`src/rtl/hr_spo2_pkg.sv`:
```
// Shared constants, state encoding and measurement payload for the HR/SpO2 frame parser.
package hr_spo2_pkg;

    localparam int unsigned BYTE_W          = 8;
    localparam int unsigned TIMEOUT_CYC_DEF = 52000;
    localparam int unsigned TO_W_DEF        = 16;

    localparam logic [BYTE_W-1:0] HDR0_DEF     = 8'hAA;
    localparam logic [BYTE_W-1:0] HDR1_DEF     = 8'h55;
    localparam logic [BYTE_W-1:0] SPO2_MAX_DEF = 8'd100;
    localparam logic [BYTE_W-1:0] ERR_CNT_MAX  = 8'hFF;

    typedef enum logic [2:0] {
        S_IDLE = 3'd0,
        S_H1   = 3'd1,
        S_HR   = 3'd2,
        S_SP   = 3'd3,
        S_CK   = 3'd4
    } state_e;

    typedef struct packed {
        logic [BYTE_W-1:0] hr;
        logic [BYTE_W-1:0] spo2;
    } meas_t;

    // 8-bit wrapping checksum carried in the last byte of a frame.
    function automatic logic [BYTE_W-1:0] frame_chk(input logic [BYTE_W-1:0] hr,
                                                    input logic [BYTE_W-1:0] spo2);
        return BYTE_W'(hr + spo2);
    endfunction

endpackage

```
`src/rtl/rx_timeout_cnt.sv`:
```
// Inter-byte idle counter; pulses expire_c for one cycle when the idle limit is reached.
module rx_timeout_cnt #(
    parameter int unsigned TIMEOUT_CYC = 52000,
    parameter int unsigned TO_W        = 16
) (
    input  logic clk,
    input  logic rst_n,
    input  logic clr,
    input  logic en,
    output logic expire_c
);

    localparam logic [TO_W-1:0] LIMIT = TO_W'(TIMEOUT_CYC);

    logic [TO_W-1:0] cnt_q;
    logic [TO_W-1:0] cnt_d;

    // Held at the limit so a stalled enable cannot wrap back to zero.
    always_comb begin
        cnt_d = cnt_q;
        if (clr || !en) begin
            cnt_d = '0;
        end else if (cnt_q != LIMIT) begin
            cnt_d = cnt_q + TO_W'(1);
        end
    end

    always_ff @(posedge clk or negedge rst_n) begin
        if (!rst_n) begin
            cnt_q <= '0;
        end else begin
            cnt_q <= cnt_d;
        end
    end

    // A byte arriving on the expiry cycle suppresses the pulse.
    assign expire_c = en && !clr && (cnt_q == LIMIT);

endmodule

```
`src/rtl/hr_spo2_frame_parser.sv`:
```
// Assembles AA 55 HR SPO2 CHK frames from the UART byte stream and publishes validated readings.
module hr_spo2_frame_parser
    import hr_spo2_pkg::*;
#(
    parameter logic [7:0]  HDR0        = HDR0_DEF,
    parameter logic [7:0]  HDR1        = HDR1_DEF,
    parameter logic [7:0]  SPO2_MAX    = SPO2_MAX_DEF,
    parameter int unsigned TIMEOUT_CYC = TIMEOUT_CYC_DEF,
    parameter int unsigned TO_W        = TO_W_DEF
) (
    input  logic       Clk,
    input  logic       Rst_n,
    input  logic [7:0] Rx_Data,
    input  logic       Rx_Valid,
    input  logic       Clr_Err,
    output logic [7:0] Hr,
    output logic [7:0] Spo2,
    output logic       Meas_Valid,
    output logic       Frame_Err,
    output logic [7:0] Err_Cnt,
    output logic       Busy
);

    state_e     state_q,      state_d;
    logic [7:0] hr_tmp_q,     hr_tmp_d;
    logic [7:0] sp_tmp_q,     sp_tmp_d;
    meas_t      meas_q,       meas_d;
    logic       meas_valid_q, meas_valid_d;
    logic       frame_err_q,  frame_err_d;
    logic [7:0] err_cnt_q,    err_cnt_d;
    logic       busy_q,       busy_d;
    logic       timeout_c;

    rx_timeout_cnt #(
        .TIMEOUT_CYC (TIMEOUT_CYC),
        .TO_W        (TO_W)
    ) u_timeout (
        .clk      (Clk),
        .rst_n    (Rst_n),
        .clr      (Rx_Valid),
        .en       (state_q != S_IDLE),
        .expire_c (timeout_c)
    );

    // Frame state machine plus checksum/range validation on the CHK byte.
    always_comb begin
        state_d      = state_q;
        hr_tmp_d     = hr_tmp_q;
        sp_tmp_d     = sp_tmp_q;
        meas_d       = meas_q;
        meas_valid_d = 1'b0;
        frame_err_d  = 1'b0;

        if (Rx_Valid) begin
            case (state_q)
                S_IDLE: begin
                    if (Rx_Data == HDR0) begin
                        state_d = S_H1;
                    end
                end
                S_H1: begin
                    if (Rx_Data == HDR1) begin
                        state_d = S_HR;
                    end else if (Rx_Data == HDR0) begin
                        state_d = S_H1;
                    end else begin
                        state_d = S_IDLE;
                    end
                end
                S_HR: begin
                    hr_tmp_d = Rx_Data;
                    state_d  = S_SP;
                end
                S_SP: begin
                    sp_tmp_d = Rx_Data;
                    state_d  = S_CK;
                end
                S_CK: begin
                    state_d = S_IDLE;
                    if ((Rx_Data == frame_chk(hr_tmp_q, sp_tmp_q)) && (sp_tmp_q <= SPO2_MAX)) begin
                        meas_d.hr    = hr_tmp_q;
                        meas_d.spo2  = sp_tmp_q;
                        meas_valid_d = 1'b1;
                    end else begin
                        frame_err_d = 1'b1;
                    end
                end
                default: begin
                    state_d = S_IDLE;
                end
            endcase
        end else if (timeout_c) begin
            // A lone header byte timing out is just line noise, not a broken frame.
            state_d     = S_IDLE;
            frame_err_d = (state_q != S_H1);
        end
    end

    // Saturating error counter; clear takes priority over a coincident error.
    always_comb begin
        err_cnt_d = err_cnt_q;
        if (Clr_Err) begin
            err_cnt_d = '0;
        end else if (frame_err_d && (err_cnt_q != ERR_CNT_MAX)) begin
            err_cnt_d = err_cnt_q + 8'd1;
        end
        busy_d = (state_d != S_IDLE);
    end

    always_ff @(posedge Clk or negedge Rst_n) begin
        if (!Rst_n) begin
            state_q      <= S_IDLE;
            hr_tmp_q     <= '0;
            sp_tmp_q     <= '0;
            meas_q       <= '0;
            meas_valid_q <= 1'b0;
            frame_err_q  <= 1'b0;
            err_cnt_q    <= '0;
            busy_q       <= 1'b0;
        end else begin
            state_q      <= state_d;
            hr_tmp_q     <= hr_tmp_d;
            sp_tmp_q     <= sp_tmp_d;
            meas_q       <= meas_d;
            meas_valid_q <= meas_valid_d;
            frame_err_q  <= frame_err_d;
            err_cnt_q    <= err_cnt_d;
            busy_q       <= busy_d;
        end
    end

    assign Hr         = meas_q.hr;
    assign Spo2       = meas_q.spo2;
    assign Meas_Valid = meas_valid_q;
    assign Frame_Err  = frame_err_q;
    assign Err_Cnt    = err_cnt_q;
    assign Busy       = busy_q;

endmodule
```
`config.mk`:
```
export PLATFORM = sky130hd
export DESIGN_NAME = hr_spo2_frame_parser
export DESIGN_NICKNAME = d
export VERILOG_FILES = /design/src/rtl/hr_spo2_pkg.sv /design/src/rtl/rx_timeout_cnt.sv /design/src/rtl/hr_spo2_frame_parser.sv
export SDC_FILE = /design/constraint.sdc
export NUM_CORES = 1
export LEC_CHECK = 0
export ABC_AREA = 1
export CAP_MARGIN = 20
export CORE_ASPECT_RATIO = 1.1
export CORE_MARGIN = 8
export CORE_UTILIZATION = 45
export CTS_BUF_LIST = sky130_fd_sc_hd__clkbuf_16
export DETAILED_ROUTE_END_ITERATION = 16
export PLACE_DENSITY = 0.69
export SYNTH_ARGS = -nofsm -noshare
export SYNTH_HDL_FRONTEND = slang
export SYNTH_SLANG_ARGS = --single-unit
```
`constraint.sdc`:
```
create_clock -name Clk -period 2.1 [get_ports Clk]
set_input_delay 0.21 -clock Clk [delete_from_list [all_inputs] [get_ports Clk]]
set_output_delay 0.21 -clock Clk [all_outputs]
set_load 0.05 [all_outputs]
```
=== Word level (Yosys, flattened, before mapping) ===
Index checks and enable logic that the tools add are counted.

* Bits of input ports: 12
* Output and inout port bits: 27
* Register bits: 62

* Magnitude comparators: 1
* Multiplexer cells: 17
* Eq/ne operators: 11
* Add/sub/neg operators: 3
* Reductions and logical operators: 15

{| class="wikitable"
|+ Operators with widths
! operator !! count
|-
| 16-bit two-way mux || 2
|-
| 16-bit by 1-bit adder with 16-bit output, second input constant || 1
|-
| 16-bit equality test, second input constant || 1
|-
| 8-bit two-way mux || 2
|-
| 16-bit != test, second input constant || 1
|-
| 3-bit case mux with 4 select lines || 1
|-
| 3-bit two-way mux || 3
|-
| 8-bit by 1-bit adder with 8-bit output, second input constant || 1
|-
| 8-bit adder || 1
|-
| 8-bit by 7-bit equality test with 1-bit output, second input constant || 1
|-
| 8-bit equality test || 1
|-
| 8-bit equality test, second input constant || 1
|-
| 8-bit by 7-bit less-or-equal comparator with 1-bit output, second input constant || 1
|-
| 1-bit two-way mux || 8
|-
| 8-bit != test, second input constant || 1
|-
| 3-bit by 2-bit equality test with 1-bit output, second input constant || 2
|-
| 3-bit nonzero test || 2
|-
| 1-bit logical AND || 4
|-
| 2-bit AND reduction || 2
|-
| 2-bit nonzero test || 2
|-
| 3-bit by 1-bit equality test with 1-bit output, second input constant || 1
|-
| 3-bit equality test, second input constant || 1
|-
| 3-bit logical NOT || 1
|-
| 3-bit by 1-bit != test with 1-bit output, second input constant || 1
|-
| 4 further kinds || 5
|}

=== Logic depth before layout (Yosys ltp) ===
Gate-level depths: netlist of the first run.

* Depth after elaboration: 9
* Gate-level depth with buffers: 16
* Mapped depth without buffers: 16

=== Hierarchy ===
Synthesis of the first run repeated with hierarchy kept, for this count alone.

* Cell total of the unflattened synthesis: 444
* Area total of the unflattened synthesis: 3462.1 um2

{| class="wikitable"
|+ By module, submodules not included
! module !! cells each !! area each (um2) !! times used
|-
| hr_spo2_frame_parser || 303 || 2463.6 || 1
|-
| rx_timeout_cnt || 141 || 998.5 || 1
|}

=== Worst setup path before layout of the first run ===
No wires, ideal clock.

* Path kind: register to register
* From: register hr_tmp_q[0]
* To: register meas_q (netlist bit Hr[3])
* Arrival time: 2019 ps
* Library setup time: 117 ps
* Buffers on the path: 2
* Data required time: 1983 ps
* Period minus slack after synthesis: 2137 ps
* Slack: -37 ps
* Cell stages (with the launch flop): 14
* Cells stage by stage: dfrtp_1 > ha_1 > fa_1 > nand2_1 > nand3_1 > nand2_1 > xor2_1 > nand3_1 > nor2_2 > nand3_2 > buf_6 > buf_12 > nand2_2 > nand2_1

* Cells in the longest elaborated chain, start to end: 4

{| class="wikitable"
|+ RTL lines
! item !! RTL line !! source
|-
| start, declared || hr_spo2_frame_parser.sv:25 || <nowiki>logic [7:0] hr_tmp_q, hr_tmp_d;</nowiki>
|-
| start signal, assigned || hr_spo2_frame_parser.sv:122 || <nowiki>hr_tmp_q <= hr_tmp_d;</nowiki>
|-
| 8-bit adder || hr_spo2_pkg.sv:29 || <nowiki>return BYTE_W'(hr + spo2);</nowiki>
|-
| 8-bit equality test || hr_spo2_frame_parser.sv:80 || <nowiki>if ((Rx_Data == frame_chk(hr_tmp_q, sp_tmp_q)) && (sp_tmp_q <= SPO2_MAX)) begin</nowiki>
|-
| 1-bit logical AND || hr_spo2_frame_parser.sv:80 ||
|-
| 3-bit AND reduction (no source line) || - ||
|-
| end signal, assigned || hr_spo2_frame_parser.sv:124 || <nowiki>meas_q <= meas_d;</nowiki>
|-
| end, declared || hr_spo2_frame_parser.sv:27 || <nowiki>meas_t meas_q, meas_d;</nowiki>
|}

No other way between the ends.
A chain may end at the register's enable or synchronous reset.

=== Final worst setup path of the first run ===
* From: register hr_tmp_q[0]
* To: register meas_q (netlist bit Hr[0])

* Cells in the longest elaborated chain, start to end: 4

{| class="wikitable"
|+ RTL lines
! item !! RTL line
|-
| 8-bit adder || hr_spo2_pkg.sv:29
|-
| 8-bit equality test || hr_spo2_frame_parser.sv:80
|-
| 1-bit logical AND || hr_spo2_frame_parser.sv:80
|-
| 3-bit AND reduction (no source line) || -
|}

Several ways; a longest one is shown, not always the timed one.

==> results of run 1 <==
==> cell usage after synthesis (2+ instances only) <==
library cell / count
nor4_1: 4
dfrtp_1: 62
clkbuf_1: 2
nand2_2: 11
a21oi_1: 14
nor3_1: 8
a31oi_1: 3
nand3_2: 10
inv_2: 2
nor2_2: 3
inv_1: 56
xor2_1: 11
ha_1: 10
xnor2_1: 3
buf_4: 2
nor2_1: 24
nand4_1: 14
o21ai_0: 27
nand3_1: 22
nand2_1: 107
==> sequential cells by signal, indices dropped and copies added (netlist names) <==
register and flops:
u_timeout.cnt_q 16, Err_Cnt 8, Hr 8, Spo2 8, hr_tmp_q 8, sp_tmp_q 8, state_q 3, Busy 1
Frame_Err 1, Meas_Valid 1
==> worst max path at each step <==
stage                     endpoint  slack [ns]                    start  cells after the start
2_1_floorplan    Hr[3]$_DFFE_PN0P_       -0.03  hr_tmp_q[0]$_DFFE_PN0P_                     13
3_3_place_gp     Hr[2]$_DFFE_PN0P_       -0.09  hr_tmp_q[0]$_DFFE_PN0P_                     12
3_5_place_dp     Hr[0]$_DFFE_PN0P_       -0.18  hr_tmp_q[0]$_DFFE_PN0P_                     12
4_1_cts          Hr[0]$_DFFE_PN0P_       -0.19  hr_tmp_q[0]$_DFFE_PN0P_                     12
5_1_grt        Spo2[4]$_DFFE_PN0P_       -0.32  hr_tmp_q[0]$_DFFE_PN0P_                     13
6_report         Hr[0]$_DFFE_PN0P_       -0.18  hr_tmp_q[0]$_DFFE_PN0P_                     13
==> power by group through the flow <==
| stage | logic, mW | clock network, mW | registers [mW] |
|---|---|---|---|
| detailed placement | 0.225 | 0 | 1.25 |
| global placement | 0.221 | 0 | 1.25 |
| floorplan | 0.126 | 0 | 1.25 |
| CTS | 0.229 | 1.30 | 1.23 |
| finish | 0.236 | 1.26 | 1.23 |
| global route | 0.271 | 1.36 | 1.23 |
==> logic make-up (layout without fill, tap and decap cells) <==
logic type | after synthesis | in the layout | share of synthesized area [%]
buffers and inverters | 65 | 136 | 8.19
DFF | 62 | 62 | 46.1
AOI/OAI and AO/OA | 47 | 47 | 7.41
and+or+nand+nor | 208 | 209 | 30.3
adders and majority gates | 11 | 11 | 4.32
xor gates and xnor gates | 14 | 14 | 3.65
==> routing by layer <==
metal  track usage, %  routed length, microns  vias up
met5                0                       0        -
met4             5.49                      99        0
met3             4.73                     333        9
met2             25.5                    3680       49
met1             17.9                    3350     1322
li1                 -                       -     1452
==> worst max-delay path: stages (launching register included) <==
cell	delay (ns)
dfrtp_1	0.38
ha_2	0.20
fa_1	0.40
nand2_2	0.09
nand3_1	0.09
nand2_1	0.09
xor2_1	0.16
nand3_1	0.13
nor2_4	0.11
buf_4	0.12
nand3_4	0.11
buf_6	0.18
nand2_1	0.06
nand2_1	0.05
==> metrics by stage <==
stage               power, mW  cell area, sq um  instances  setup WS [ns]  setup TNS [ns]
floorplan                1.38              3360        407        -0.0253          -0.236
global placement         1.47              3950        545        -0.0928           -1.83
detailed placement       1.48              3950        545         -0.184           -3.88
CTS                      2.76              4220        562         -0.187           -4.09
global route             2.86              4290        566         -0.325           -7.57
finish                   2.73              4290        566         -0.176           -3.78
==> layout make-up <==
cell class                 count  area (sq um)  share of cell area [%]
sequential                    62          1550                    36.2
clock buffer                   9           225                    5.25
multi-input combinational    281          1570                    36.7
timing repair buffer          61           574                    13.4
tap                           87           109                    2.54
clock inverter                 7          32.5                   0.758
inverter                      59           224                    5.22
==> what timing repair did <==
item	CTS	global route
buffers inserted	0	3
cloned	0	1
hold buffers	1	0
hold endpoints to repair	23	0
pin swaps	0	3
resized for setup	3	9
endpoints found under the setup margin	26	26
==> summary.txt, run 1 <==
Die
  – Die area: 10500 sq um
  – Die height: 107 microns
  – FP Rows: 33
  – Area of the core: roughly 7300 sq um
  – Die X-Extent: 98.4 microns
  – Number of I/O pins: 39
  – Starting density of the core: around 46%

Clock tree
  – CTS tree: yes
  – CTS Buf Count: 9
  – H-tree depth: 3
  – Clock-pin slew on the worst setup and hold paths: approximately 0.05 ns
  – Clock sinks: 62
  – Clock Root Buffer: clkbuf_16
  – Worst-Skew Late Latency: ~0.32 ns
  – CTS max path bufs: 2

Route
  – Vias per cell: around 5.0
  – Residual DRC count: 0
  – Initial DRC Count: 70
  – Total routed wirelength: approximately 7500 microns
  – Routed vias: 2832
  – Wire per inst: around 13 microns
  – TritonRoute pass-1 iters: 4
  – Post-route ant nets: 0

STA
  – WHS: 0.433 ns
  – Period minus WS final: about 2.3 ns
  – Max Slew Vio Count: 0
  – Period utilization: 108%
  – Clk_skew: between 0.004 and 0.005 ns
  – RSZ-0062 raised after global routing: yes
  – Final hold vios: 0
  – Max-slew headroom: ~59%
  – Final setup viols: 26
  – Worst slew pin tran: roughly 0.61 ns
  – Final worst setup slack: -0.176 ns
  – Fmax: 439 MHz

Outcome
  – Failing checks: setup timing
  – Outcome: finished with violations

Worst setup path
  – Crit path DAT: around 2.5 ns
  – Crit Path Class: flip-flop to flip-flop
  – Critical Path Start Type: flip-flop
  – CP Max Fanout: 9
  – R2R Path End: Hr[0]$_DFFE_PN0P_
  – CP Data Required Time: 2.31 ns
  – CP Capture Type: flip-flop
  – R2R setup slack: -0.18 ns
  – FF-to-FF path depth: 13
  – R2r startpoint: hr_tmp_q[0]$_DFFE_PN0P_

Power
  – Sw Pwr: around 0.65 mW
  – Peak supply drop: 0.000526 V
  – Leakage: about 2.2 nW
  – Flop pwr share: a little under half
  – Sw Share: about a quarter
  – Clk pwr share: between 40% and 50%
  – Comb pwr share: around 8.6%
  – Int Power: roughly 2.1 mW
  – Pwr/cell area: 637 nW/um^2

Finish
  – Final net count: roughly 500
  – Fillers: ~650
  – Layout area overhead: 27.6%
  – Most frequent cells in the layout: nand2_1, dfrtp_1, inv_1, clkdlybuf4s50_1, o21ai_0
  – Leading cell type in the layout, fill and taps excluded: nand2_1
  – Ratio of cells with drive above 1 in the final layout: between 10% and 20%
  – N_diodes: 0
  – Fin util: 58.4%

Global routing
  – Pin count of the biggest net entering global routing: 27
  – Gr usage total: roughly 15%
  – Overflow after GRT: 0
  – Vias in the first global route: about 2900
  – Initial antenna violation count: 0
  – First-pass GRT wire length: between 10000 and 15000 microns

Synth
  – Cell type with the largest total area after synthesis: dfrtp_1
  – Cells after Synth: 407
  – Async SR Flop Fraction: 100%
  – Post-Syn Area: between 3000 and 4000 sq um
  – Top cell type's share of synthesized area: 46.1%
  – Flop and latch count out of synthesis: 62
  – Yosys warns: 0
  – EDFF count, synth: 0
  – Netlist cell types: 32
  – Post-synth net total: 430
  – Syn_area_per_cell: roughly 8.3 sq um
  – Top cells by area, synth: dfrtp_1, nand2_1, inv_1, o21ai_0, ha_1
  – Main flop type after synthesis: dfrtp_1
  – Seq/Total Area, Yosys: between 40% and 50%

Placed design
  – RD Place Congestion: between 0.8 and 0.9
  – # port buffers: 38
  – Hpwl dp: around 5500 microns

Run
  – Max cap viols: 0

Hold path
  – Worst min-delay path class: primary input to async pin
Power figures use the tool's default switching activity.
==> run 2, diff against run 1 <==
--- a/config.mk
+++ b/config.mk
@@ -9,10 +9,10 @@
 export CAP_MARGIN = 20
 export CORE_ASPECT_RATIO = 1.1
 export CORE_MARGIN = 8
-export CORE_UTILIZATION = 45
+export CORE_UTILIZATION = 40
 export CTS_BUF_LIST = sky130_fd_sc_hd__clkbuf_16
 export DETAILED_ROUTE_END_ITERATION = 16
-export PLACE_DENSITY = 0.69
+export PLACE_DENSITY = 0.63
 export SYNTH_ARGS = -nofsm -noshare
 export SYNTH_HDL_FRONTEND = slang
 export SYNTH_SLANG_ARGS = --single-unit
==> summary.txt, run 2 (same netlist as run 1, synthesis figures left out) <==
Outcome
  – Outcome: finished with violations
  – Failing checks: setup timing

Clock tree
  – Clock Root Buffer: clkbuf_16
  – Clock sinks: 62
  – CTS Buf Count: 9
  – CTS max path bufs: 2
  – H-tree depth: 3
  – Clock-pin slew on the worst setup and hold paths: about 0.050 ns
  – Worst-Skew Late Latency: 0.32 ns
  – CTS tree: yes

Route
  – Routed vias: 2801
  – Vias per cell: ~4.8
  – Initial DRC Count: roughly 110
  – Post-route ant nets: 0
  – Wire per inst: about 13 microns
  – TritonRoute pass-1 iters: 4
  – Residual DRC count: 0
  – Total routed wirelength: about 7600 microns

STA
  – Final hold vios: 0
  – Period minus WS final: about 2.3 ns
  – Final worst setup slack: -0.176 ns
  – Worst slew pin tran: ~0.57 ns
  – RSZ-0062 raised after global routing: yes
  – Final setup viols: 25
  – Max-slew headroom: about 62%
  – Period utilization: 108%
  – Clk_skew: a little under 0.005 ns
  – Max Slew Vio Count: 0
  – Fin Setup TNS: -3.13 ns
  – Fmax: about 440 MHz

Worst setup path
  – CP bufs+invs: 0
  – CP Max Fanout: 8
  – Delay-heaviest family, CP: simple AND/OR/NAND/NOR gates
  – Crit Path Class: flip-flop to flip-flop
  – Crit path largest cell delay: between 0.5 and 0.6 ns
  – Worst path slowest cell: fa_2
  – Most common cell on crit path: nor2_1
  – Crit path DAT: between 2 and 3 ns
  – CP Cell Sequence: ha_2 > fa_2 > nor2_1 > nor2_1 > nand3_1 > nor2_1 > nand3_1 > nor2_2 > nand2_1 > nand2_2 > nand2_4 > nand2_8 > nand3_2 > nand2_1
  – CP Capture Type: flip-flop
  – Critical Path Start Type: flip-flop
  – CP Data Required Time: between 2 and 2.5 ns

Placed design
  – Setup WS pre-CTS: -0.174 ns
  – # port buffers: 38
  – Hpwl dp: between 5000 and 6000 microns
  – RD Place Congestion: approximately 0.86

Global routing
  – Pin count of the biggest net entering global routing: 41
  – Initial antenna violation count: 0
  – Vias in the first global route: about 2800
  – Overflow after GRT: 0
  – First-pass GRT wire length: approximately 13000 microns
  – Gr usage total: 14.2%

Finish
  – Most frequent cells in the layout: nand2_1, dfrtp_1, inv_1, clkdlybuf4s50_1
  – Top reg by flops: u_timeout.cnt_q
  – Layout area overhead: 27.7%
  – Max reg flops: 16
  – Ratio of cells with drive above 1 in the final layout: a little over an eighth
  – N_diodes: 0
  – Leading cell type in the layout, fill and taps excluded: nand2_1
  – Final net count: around 490

Run
  – Max cap viols: 0

Power
  – Total chip power: approximately 3 mW
  – Pwr/cell area: slightly below 700 nW/um^2
  – Sw Share: around 22%
  – Leakage: about 2.1 nW
  – Sw Pwr: about 0.66 mW
  – Int Power: about 2.3 mW
  – Comb pwr share: under 10%
  – Clk pwr share: about half
  – Flop pwr share: slightly above 40%
  – Peak supply drop: just under 0.0005 V

Hold path
  – Worst min-delay path class: primary input to async pin

Die
  – Number of I/O pins: 39
  – Die height: approximately 110 microns
  – Starting density of the core: between 40% and 50%
  – Die X-Extent: 103 microns
  – FP Rows: 35
  – Die area: ~12000 sq um
  – Area of the core: between 8000 and 9000 sq um
-- run 2: power groups by stage --
stage | Combinational, mW | Clock [mW] | Sequential, mW
2_1_floorplan | 0.126 | 0 | 1.25
3_3_place_gp | 0.217 | 0 | 1.25
3_5_place_dp | 0.219 | 0 | 1.25
4_1_cts | 0.224 | 1.55 | 1.23
5_1_grt | 0.255 | 1.61 | 1.23
6_report | 0.222 | 1.52 | 1.23
-- run 2: final timing paths --
| kind | depth (start not counted) | startpoint | end | slack [ns] |
|---|---|---|---|---|
| max reg2reg | 14 | hr_tmp_q[0]$_DFFE_PN0P_ | Err_Cnt[5]$_DFFE_PN0P_ | -0.18 |
| min in group Clk | 2 | Hr[2]$_DFFE_PN0P_ | Hr[2]$_DFFE_PN0P_ | 0.47 |
| min | 2 | Rst_n | Spo2[1]$_DFFE_PN0P_ | 0.40 |
| min reg2reg | 2 | Hr[2]$_DFFE_PN0P_ | Hr[2]$_DFFE_PN0P_ | 0.47 |
| max in group asynchronous | 3 | Rst_n | Err_Cnt[5]$_DFFE_PN0P_ | 1.12 |
| max | 14 | hr_tmp_q[0]$_DFFE_PN0P_ | Err_Cnt[5]$_DFFE_PN0P_ | -0.18 |
-- run 2: final cells by class --
class / instances / area (sq um)
clock buffer: 9 / 225
sequential: 62 / 1550
clock inverter: 7 / 80.1
tap: 111 / 139
timing repair buffer: 53 / 515
multi-input combinational: 281 / 1560
fill: 789 / 3980
inverter: 59 / 226
-- run 2: stage by stage --
stage          util [%]  area [sq um]  std cells  hold WS [ns]
2_1_floorplan         -          3360        407       -0.0856
3_3_place_gp       47.7          3950        563         0.224
3_5_place_dp       47.7          3950        563         0.217
4_1_cts            51.8          4290        582         0.410
5_1_grt            51.9          4290        582         0.448
6_report           51.9          4290        582         0.395
-- run 2: worst reg2reg max path, cell delays in order (launching register included) --
cell and delay, ns:
dfrtp_1 0.39, ha_2 0.21, fa_2 0.54, nor2_1 0.05, nor2_1 0.09, nand3_1 0.08, nor2_1 0.09, nand3_1 0.10
nor2_2 0.12, nand2_1 0.08, nand2_2 0.09, nand2_4 0.09, nand2_8 0.13, nand3_2 0.07, nand2_1 0.09
-- run 2: layer usage --
metal | global-route usage, % | up-vias | routed length [microns]
met5 | 0 | - | 0
met4 | 4.35 | 0 | 94
met3 | 4.33 | 8 | 384
met2 | 22.5 | 50 | 3550
met1 | 17.9 | 1308 | 3560
li1 | - | 1435 | -
-- run 2: what timing repair did --
item,4_1_cts,5_1_grt
hold buffers,1,0
buffers inserted,1,0
gates resized for setup,6,4
setup endpoints to repair,26,26
cloned,1,0
endpoints found under the hold margin,22,0
pin swaps,2,0
==> run 3, diff against run 2 <==
--- a/config.mk
+++ b/config.mk
@@ -6,7 +6,7 @@
 export NUM_CORES = 1
 export LEC_CHECK = 0
 export ABC_AREA = 1
-export CAP_MARGIN = 20
+export CAP_MARGIN = 30
 export CORE_ASPECT_RATIO = 1.1
 export CORE_MARGIN = 8
 export CORE_UTILIZATION = 40
@@ -16,3 +16,4 @@
 export SYNTH_ARGS = -nofsm -noshare
 export SYNTH_HDL_FRONTEND = slang
 export SYNTH_SLANG_ARGS = --single-unit
+export TNS_END_PERCENT = 30
==> summary.txt, run 3 (same netlist as run 1, synthesis figures left out) <==
Clock tree
  – Clock Root Buffer: clkbuf_16
  – H-tree depth: 3
  – Clock sinks: 62
  – Worst-Skew Late Latency: between 0.3 and 0.4 ns
  – CTS tree: yes
  – CTS max path bufs: 2
  – CTS Buf Count: 9
  – Clock-pin slew on the worst setup and hold paths: approximately 0.050 ns

STA
  – WHS: between 0.3 and 0.4 ns
  – RSZ-0062 raised after global routing: yes
  – Final hold vios: 0
  – Period utilization: 109%
  – Max-slew headroom: 61.8%
  – Fmax: approximately 440 MHz
  – Period minus WS final: approximately 2.3 ns
  – Clk_skew: between 0.005 and 0.006 ns
  – Final worst setup slack: -0.179 ns
  – Max Slew Vio Count: 0
  – Final setup viols: 25
  – Worst slew pin tran: between 0.5 and 0.6 ns

Global routing
  – Met1 Use GR: 17.7%
  – Met3 Usage GRT: under 10%
  – Pin count of the biggest net entering global routing: a little over 40
  – Gr usage total: between 10 and 15%
  – Vias in the first global route: around 2800
  – GRT Max-Usage Layer: met2
  – Overflow after GRT: 0
  – First-pass GRT wire length: about 13000 microns
  – Met2 usage: 22.2%
  – Initial antenna violation count: 0

Finish
  – Final net count: between 400 and 500
  – Fin util: approximately half
  – Layout area overhead: 27.2%
  – Sequential Area: 1550 sq um
  – Ratio of cells with drive above 1 in the final layout: 13.4%
  – N_diodes: 0
  – Area occupied by multi-input gates: 1550 sq um
  – Max reg flops: 16
  – Leading cell type in the layout, fill and taps excluded: nand2_1
  – Most frequent cells in the layout: nand2_1, dfrtp_1, inv_1, clkdlybuf4s50_1
  – Top reg by flops: u_timeout.cnt_q
  – Fillers: 793

Route
  – Vias per cell: 4.79
  – Total routed wirelength: approximately 7500 microns
  – Routed vias: between 2000 and 3000
  – Wire per inst: 13.0 microns
  – Initial DRC Count: 103
  – Post-route ant nets: 0
  – Residual DRC count: 0
  – TritonRoute pass-1 iters: 4

Hold path
  – Worst min-delay path class: primary input to async pin

Worst setup path
  – R2R setup slack: -0.18 ns
  – CP Data Required Time: 2.36 ns
  – CP Max Fanout: 10
  – R2r startpoint: hr_tmp_q[0]$_DFFE_PN0P_
  – Crit path DAT: about 2.5 ns
  – FF-to-FF path depth: 14
  – Crit Path Class: flip-flop to flip-flop
  – R2R Path End: Err_Cnt[5]$_DFFE_PN0P_
  – Critical Path Start Type: flip-flop
  – CP Capture Type: flip-flop

Run
  – Max cap viols: 0

Placed design
  – Setup WS pre-CTS: -0.174 ns
  – RD Place Congestion: ~0.86
  – # port buffers: 38
  – Hpwl dp: roughly 5600 microns

Power
  – Comb pwr share: 7.4%
  – Sw Pwr: 0.656 mW
  – Sw Share: 22.0%
  – Clk pwr share: approximately half
  – Pwr/cell area: roughly 700 nW/um^2
  – Peak supply drop: slightly below 0.0005 V
  – Int Power: around 2.3 mW
  – Flop pwr share: between 40 and 50%
  – Leakage: about 2.1 nW
  – Total chip power: a little under 3 mW

Die
  – Starting density of the core: about two fifths
  – Die area: approximately 12000 sq um
  – Area of the core: roughly 8300 sq um
  – Die X-Extent: 103 microns
  – FP Rows: 35
  – Die height: ~110 microns
  – Number of I/O pins: 39

Outcome
  – Failing checks: setup timing
  – Outcome: finished with violations
## run 3: changes by cell type in the layout (fill, tap and decap cells not counted), sizes merged
cell / delta
inv: +1
clkinv: -1
buf: -1
nand2: -1
## run 3: power by group through the flow
stage	logic (mW)	clock network [mW]	registers [mW]
after floorplan	0.126	0	1.25
after detailed placement	0.219	0	1.25
final	0.221	1.52	1.23
after global routing	0.255	1.61	1.23
after CTS	0.224	1.55	1.23
after global placement	0.217	0	1.25
## run 3: worst max-delay path by stage
stage | slack, ns | from | to
final | -0.18 | hr_tmp_q[0]$_DFFE_PN0P_ | Err_Cnt[5]$_DFFE_PN0P_
after global routing | -0.28 | hr_tmp_q[0]$_DFFE_PN0P_ | Err_Cnt[5]$_DFFE_PN0P_
after CTS | -0.20 | hr_tmp_q[0]$_DFFE_PN0P_ | Err_Cnt[5]$_DFFE_PN0P_
after detailed placement | -0.17 | hr_tmp_q[0]$_DFFE_PN0P_ | Err_Cnt[3]$_DFFE_PN0P_
after global placement | -0.09 | hr_tmp_q[0]$_DFFE_PN0P_ | Err_Cnt[6]$_DFFE_PN0P_
after floorplan | -0.03 | hr_tmp_q[0]$_DFFE_PN0P_ | Hr[3]$_DFFE_PN0P_
## run 3: routing by layer
layer | up-vias | wire [microns]
met5 | - | 0
met2 | 46 | 3530
met4 | 0 | 94
met1 | 1296 | 3560
li1 | 1429 | -
met3 | 8 | 357
## run 3: critical path: stages, from the launching register on
cell and delay [ns]:
dfrtp_1 0.39, ha_2 0.21, fa_2 0.54, nor2_1 0.05, nor2_1 0.09, nand3_1 0.08, nor2_1 0.09, nand3_1 0.10
nor2_2 0.12, nand2_1 0.08, nand2_2 0.08, nand2_4 0.11, nand2_8 0.12, nand3_2 0.07, nand2_1 0.09
## run 3: per-stage QoR
step	area, sq um	setup TNS [ns]	cells
final	4280	-3.02	580
after global routing	4280	-5.32	580
after CTS	4270	-3.38	580
after detailed placement	3950	-2.80	563
after global placement	3950	-1.27	563
after floorplan	3360	-0.236	407
## run 3: timing repair
action / CTS / global route
hold buffers: 1 / 0
gates resized for setup: 6 / 3
setup endpoints to repair: 26 / 26
setup buffers: 0 / 0
endpoints found under the hold margin: 22 / 0
pin swaps: 2 / 4
## run 3: area by class of cell
cell class | count | area share, %
clock buffer | 9 | 5.26
clock inverter | 7 | 1.87
inverter | 59 | 5.24
multi-input combinational | 280 | 36.2
sequential | 62 | 36.3
tap | 111 | 3.25
timing repair buffer | 52 | 11.9
